===== src/rtl/odometer_pkg.sv =====
// Shared types and constants for the odometer measurement controller.
// Holds the FSM state encoding and the result width/saturation value.
package odometer_pkg;

  localparam int RESULT_W = 12;
  localparam logic [RESULT_W-1:0] SAT_VAL = 12'hFFF;

  // Wide enough for SETTLE_CYC up to 255 and for the 12 shift steps.
  localparam int STEP_W = 8;

  typedef enum logic [2:0] {
    ST_IDLE,
    ST_CLEAR,
    ST_SETTLE,
    ST_MEASURE,
    ST_CAPTURE,
    ST_SHIFT,
    ST_DONE
  } meas_state_e;

  // The oscillators must keep running until the counter value is captured.
  function automatic logic ro_active(input meas_state_e s);
    return (s == ST_SETTLE) || (s == ST_MEASURE) || (s == ST_CAPTURE);
  endfunction

endpackage


===== src/rtl/deadzone_timer.sv =====
// Deadzone timer: counts enabled cycles and flags the cycle whose increment
// brings the count to 2^W-1, so the timeout lands on enabled cycle 2^W-1.
module deadzone_timer #(
  parameter int W = 10
) (
  input  logic CLK,
  input  logic RESETB,
  input  logic CLR,
  input  logic EN,
  output logic EXPIRED
);

  localparam logic [W-1:0] LAST = {{(W-1){1'b1}}, 1'b0};

  logic [W-1:0] count;

  // NOTE: sequential state uses non-blocking assignments so every register
  // samples pre-edge values regardless of process ordering.
  always_ff @(posedge CLK or negedge RESETB) begin
    if (!RESETB) begin
      count <= '0;
    end else if (CLR) begin
      count <= '0;
    end else if (EN) begin
      count <= count + 1'b1;
    end
  end

  assign EXPIRED = EN && (count == LAST);

endmodule


===== src/rtl/odometer_meas_ctrl.sv =====
// Odometer measurement controller: sequences oscillator enable, beat counter
// clear/enable, capture on DETECT falling edge or deadzone timeout, and
// serial readout of the captured result.
module odometer_meas_ctrl
  import odometer_pkg::*;
#(
  parameter int SETTLE_CYC = 16,
  parameter int DZ_W       = 10
) (
  input  logic                CLK,
  input  logic                RESETB,
  input  logic                START,
  input  logic                ABORT,
  input  logic                DETECT,
  input  logic [RESULT_W-1:0] BF_COUNTER,
  output logic                RO_EN,
  output logic                CNT_CLR,
  output logic                CNT_EN,
  output logic [RESULT_W-1:0] RESULT,
  output logic                TIMEOUT,
  output logic                SCAN_OUT,
  output logic                SCAN_VALID,
  output logic                BUSY,
  output logic                DONE
);

  localparam logic [STEP_W-1:0] SETTLE_LAST = STEP_W'(SETTLE_CYC - 1);
  localparam logic [STEP_W-1:0] SHIFT_LAST  = STEP_W'(RESULT_W - 1);

  meas_state_e         state, state_next;
  logic [STEP_W-1:0]   step;
  logic                det_q;
  logic                det_fall;
  logic                dz_expired;
  logic                load_result;
  logic [RESULT_W-1:0] result_q, result_next;
  logic                timeout_q, timeout_next;
  logic [RESULT_W-1:0] scan_word;

  deadzone_timer #(
    .W(DZ_W)
  ) u_dz_timer (
    .CLK    (CLK),
    .RESETB (RESETB),
    .CLR    (state != ST_MEASURE),
    .EN     (state == ST_MEASURE),
    .EXPIRED(dz_expired)
  );

  assign det_fall = det_q && !DETECT;

  always_ff @(posedge CLK or negedge RESETB) begin
    if (!RESETB) begin
      state     <= ST_IDLE;
      step      <= '0;
      det_q     <= 1'b0;
      result_q  <= '0;
      timeout_q <= 1'b0;
    end else begin
      state <= state_next;
      det_q <= DETECT;
      // Shared step counter restarts on every state change.
      if (state_next != state) begin
        step <= '0;
      end else if (state == ST_SETTLE || state == ST_SHIFT) begin
        step <= step + 1'b1;
      end
      if (load_result) begin
        result_q  <= result_next;
        timeout_q <= timeout_next;
      end
    end
  end

  // NOTE: every signal written here gets a default first, so no path through
  // the case statement can leave one unassigned and infer a latch.
  always_comb begin
    state_next   = state;
    load_result  = 1'b0;
    result_next  = result_q;
    timeout_next = timeout_q;

    if (state != ST_IDLE && ABORT) begin
      state_next = ST_IDLE;
    end else begin
      unique case (state)
        ST_IDLE:    if (START) state_next = ST_CLEAR;
        ST_CLEAR:   state_next = ST_SETTLE;
        ST_SETTLE:  if (step == SETTLE_LAST) state_next = ST_MEASURE;
        ST_MEASURE: begin
          // Timeout wins over a coincident falling edge.
          if (dz_expired) begin
            state_next   = ST_CAPTURE;
            load_result  = 1'b1;
            result_next  = SAT_VAL;
            timeout_next = 1'b1;
          end else if (det_fall) begin
            state_next   = ST_CAPTURE;
            load_result  = 1'b1;
            result_next  = BF_COUNTER;
            timeout_next = 1'b0;
          end
        end
        ST_CAPTURE: state_next = ST_SHIFT;
        ST_SHIFT:   if (step == SHIFT_LAST) state_next = ST_DONE;
        ST_DONE:    state_next = ST_IDLE;
        default:    state_next = ST_IDLE;
      endcase
    end
  end

  assign scan_word = result_q << step[3:0];

  assign RO_EN      = ro_active(state);
  assign CNT_CLR    = (state == ST_CLEAR);
  assign CNT_EN     = (state == ST_MEASURE);
  assign SCAN_VALID = (state == ST_SHIFT);
  assign SCAN_OUT   = SCAN_VALID && scan_word[RESULT_W-1];
  assign BUSY       = (state != ST_IDLE);
  assign DONE       = (state == ST_DONE);
  assign RESULT     = result_q;
  assign TIMEOUT    = timeout_q;

endmodule

===== config.mk =====
export PLATFORM = sky130hd
export DESIGN_NAME = odometer_meas_ctrl
export DESIGN_NICKNAME = d
export VERILOG_FILES = /design/src/rtl/odometer_pkg.sv /design/src/rtl/deadzone_timer.sv /design/src/rtl/odometer_meas_ctrl.sv
export SDC_FILE = /design/constraint.sdc
export NUM_CORES = 1
export LEC_CHECK = 0
export ABC_CLOCK_PERIOD_IN_PS = 6900
export CAP_MARGIN = 20
export CELL_PAD_IN_SITES_DETAIL_PLACEMENT = 1
export CELL_PAD_IN_SITES_GLOBAL_PLACEMENT = 2
export CORE_MARGIN = 10
export CORE_UTILIZATION = 41
export DETAILED_ROUTE_END_ITERATION = 16
export DONT_BUFFER_PORTS = 1
export GPL_ROUTABILITY_DRIVEN = 0
export PLACE_DENSITY = 0.95
export SETUP_SLACK_MARGIN = 0.2
export SLEW_MARGIN = 25
export SYNTH_ARGS = -nofsm -noshare
export SYNTH_HDL_FRONTEND = slang
export SYNTH_HIERARCHICAL = 1
export SYNTH_SLANG_ARGS = --single-unit

===== constraint.sdc =====
create_clock -name CLK -period 6.9 [get_ports CLK]
set_clock_uncertainty 0.05 [all_clocks]
set_input_delay 0.69 -clock CLK [delete_from_list [all_inputs] [get_ports CLK]]
set_output_delay 0.69 -clock CLK [all_outputs]
set_load 0.05 [all_outputs]

==> results.json <==
{
  "outcome": "complete, no violations",
  "clockRootBuffer": "clkbuf_8",
  "vias_per_cell": 6.11,
  "cts_setup_buffers": 0,
  "critPathRequiredTime_ns": 7.02,
  "drt-initial-drc-count": 122,
  "drive_above_1_share_pct": 10.9,
  "htreeDepth": 2,
  "yosys-top-cells-area": "dfrtp_1 46%, o21ai_0 4.7%, nor2_1 4.7%",
  "antenna_found_initial": 0,
  "dp_hpwl_um": 3730,
  "cp-start-kind": "register",
  "final_hold_viol_count": 0,
  "synth_edf_count": 0,
  "rows": 24,
  "synthToLayoutAreaGrowth_pct": 7.10,
  "power_uw": 808,
  "grt_pass1_wl_um": 8280,
  "drt_wl_total_um": 4920,
  "nets": 221,
  "portBuffers": 0,
  "cts_num_sinks": 35,
  "layout_setup_ws_ns": 2.94,
  "syn_area_per_cell_sq_um": 9.43,
  "cp_data_arrival_time_ns": 4.08,
  "dp_cells": 246,
  "maxSlewViolCount": 0,
  "async_reset_ff_share_pct": 100,
  "grt_overflow": 0,
  "dp_slack_ns": 2.97,
  "route.detailed.drc": 0,
  "numCtsBuffers": 5,
  "fp.dieW_um": 88.2,
  "grt_max_degree": 36,
  "fin_util_pct": 46.2,
  "hold_path_class": "input pin to async pin",
  "netlist_instances": 202,
  "cap_violations": 0,
  "final_cells": 254,
  "die_h_um": 88.2,
  "rsz0062_at_grt": "false",
  "design.die.area_sq_um": 7770,
  "cts_resized": 0,
  "cp_max_fo": 27,
  "yosys.cell_types.count": 43,
  "setup_viol": 0,
  "netlist.area_leader.share_pct": 46.0,
  "critPathCaptureType": "register",
  "min_period_over_period_pct": 57.4,
  "yosysTopAreaCell": "dfrtp_1",
  "grt_use_total_pct": 13.3,
  "worst_slew_pin_slew_ns": 1.01,
  "ys_warn_count": 6,
  "post-route-min-period_ns": 3.96,
  "reg2reg_slack_ns": 2.94,
  "reg2reg_to": "TIMEOUT",
  "ios": 37,
  "core_sq_um": 4410,
  "clkLatencyLatePin_ns": 0.28,
  "postRouteAntennaNets": 0,
  "start_util_pct": 43.1,
  "ys.flop_type": "dfrtp_1",
  "yosysSeqAreaShare_pct": 46.0,
  "reg2reg_depth": 10,
  "worstReg2RegStart": "state[0]",
  "ir_worst_vdd_mv": 0.274,
  "clk_pin_slew_worst_paths_ns": 0.07,
  "setup_tns_ns": 0,
  "wl_per_cell_um": 19.4,
  "fmax_mhz": 252,
  "synth_area_sq_um": 1900,
  "ys_seq_elements": 35,
  "criticalPathCategory": "register to register",
  "pwr_density_cell_nw_per_um2": 396,
  "power.leakage_nw": 0.846,
  "antenna_cells": 0,
  "tritoncts": "built",
  "via_count": 1552,
  "drt_first_pass_iters": 4,
  "syn_nets": 222,
  "grt_pass1_vias": 1651,
  "cts.path.max_buffers": 2,
  "cts-hold-fix-buffers": 0,
  "slew_headroom_pct": 32.5
}
registers in the layout (all words and copies together), names as in the netlist:
signal,cells
RESULT,12
u_dz_timer/count,10
step,8
state,3
TIMEOUT,1
det_q,1
stage by stage:
step,cell area [sq um],hold WS (ns)
final,2040,0.0415
after global routing,2040,0.0210
after CTS,2040,0.0303
after detailed placement,1940,0.345
after global placement,1940,0.346
after floorplan,1900,0.344
routing by layer:
layer / share of wire (%) / up-vias / track usage, %
met5: 0 / - / 0
met4: 1.0 / 0 / 5.14
met3: 6.6 / 4 / 4.55
met2: 51 / 45 / 22.0
met1: 42 / 772 / 15.5
li1: - / 731 / -
report_power, final:
| part | internal, mW | switching [mW] | total [mW] |
|---|---|---|---|
| Clock | 0.0908 | 0.0734 | 0.164 |
| Combinational | 0.0835 | 0.169 | 0.253 |
| Sequential | 0.241 | 0.150 | 0.391 |
final cells by class:
class	instances	area [sq um]
sequential	35	876
multi-input combinational	151	961
clock inverter	1	7.51
fill	509	2370
tap	52	65.1
clock buffer	7	96.3
inverter	7	26.3
timing repair buffer	1	7.51
worst max-delay path: stages (launching register included):
cell and delay, ns:
dfrtp_1 0.45, inv_1 0.18, or3_1 0.58, inv_1 0.67, nand3_1 0.15, nor3_1 0.20, buf_4 0.22, inv_1 0.13
nand2_1 0.12, nand3b_1 0.60, o21ai_0 0.48
cells by family after synthesis:
group	count (synthesis)	synth area share, %
simple gates	80	20.5
compound gates	53	18.6
flops	35	46.0
buf+inv	16	3.81
xor+xnor	11	5.06
mux	4	4.07
fa+ha+maj	3	1.97
worst max-delay path by stage:
stage | slack (ns) | endpoint | startpoint | cells after the start
2_1_floorplan | 3.77 | step[1] | state[0] | 11
3_3_place_gp | 3.25 | TIMEOUT | state[0] | 10
3_5_place_dp | 2.97 | TIMEOUT | state[0] | 10
4_1_cts | 2.91 | TIMEOUT | state[0] | 10
5_1_grt | 2.46 | RESULT[0] | state[0] | 11
6_report | 2.94 | TIMEOUT | state[0] | 10
cell usage in the layout (no fill, tap or decap), types with 2 or more instances in the layout:
cell and n:
dfrtp_1 35, nor2_1 24, nand2_1 23, o21ai_0 17
a21oi_1 11, a211oi_1 8, inv_1 7, nand3_1 7
clkbuf_8 7, xnor2_1 6, or3_1 5, xor2_1 5
o31ai_1 4, nor3_1 3, mux4_2 3, ha_1 3
or4_1 3, nand3b_1 2, or2b_1 2, a31oi_1 2
nand4_1 2
Yosys cell counts (2+ instances only):
master,number
xnor2_1,6
or4_1,3
nand4_1,2
a21oi_1,11
inv_1,7
a211oi_1,8
o21ai_0,18
dfrtp_1,35
ha_1,3
xor2_1,5
nand2_1,23
nor2_1,24
or2b_1,2
nor3_1,4
clkbuf_1,6
or3_1,5
nand3b_1,2
a31oi_1,2
mux4_2,3
o31ai_1,4
nand3_1,7
(Power assumes the default switching activity.)
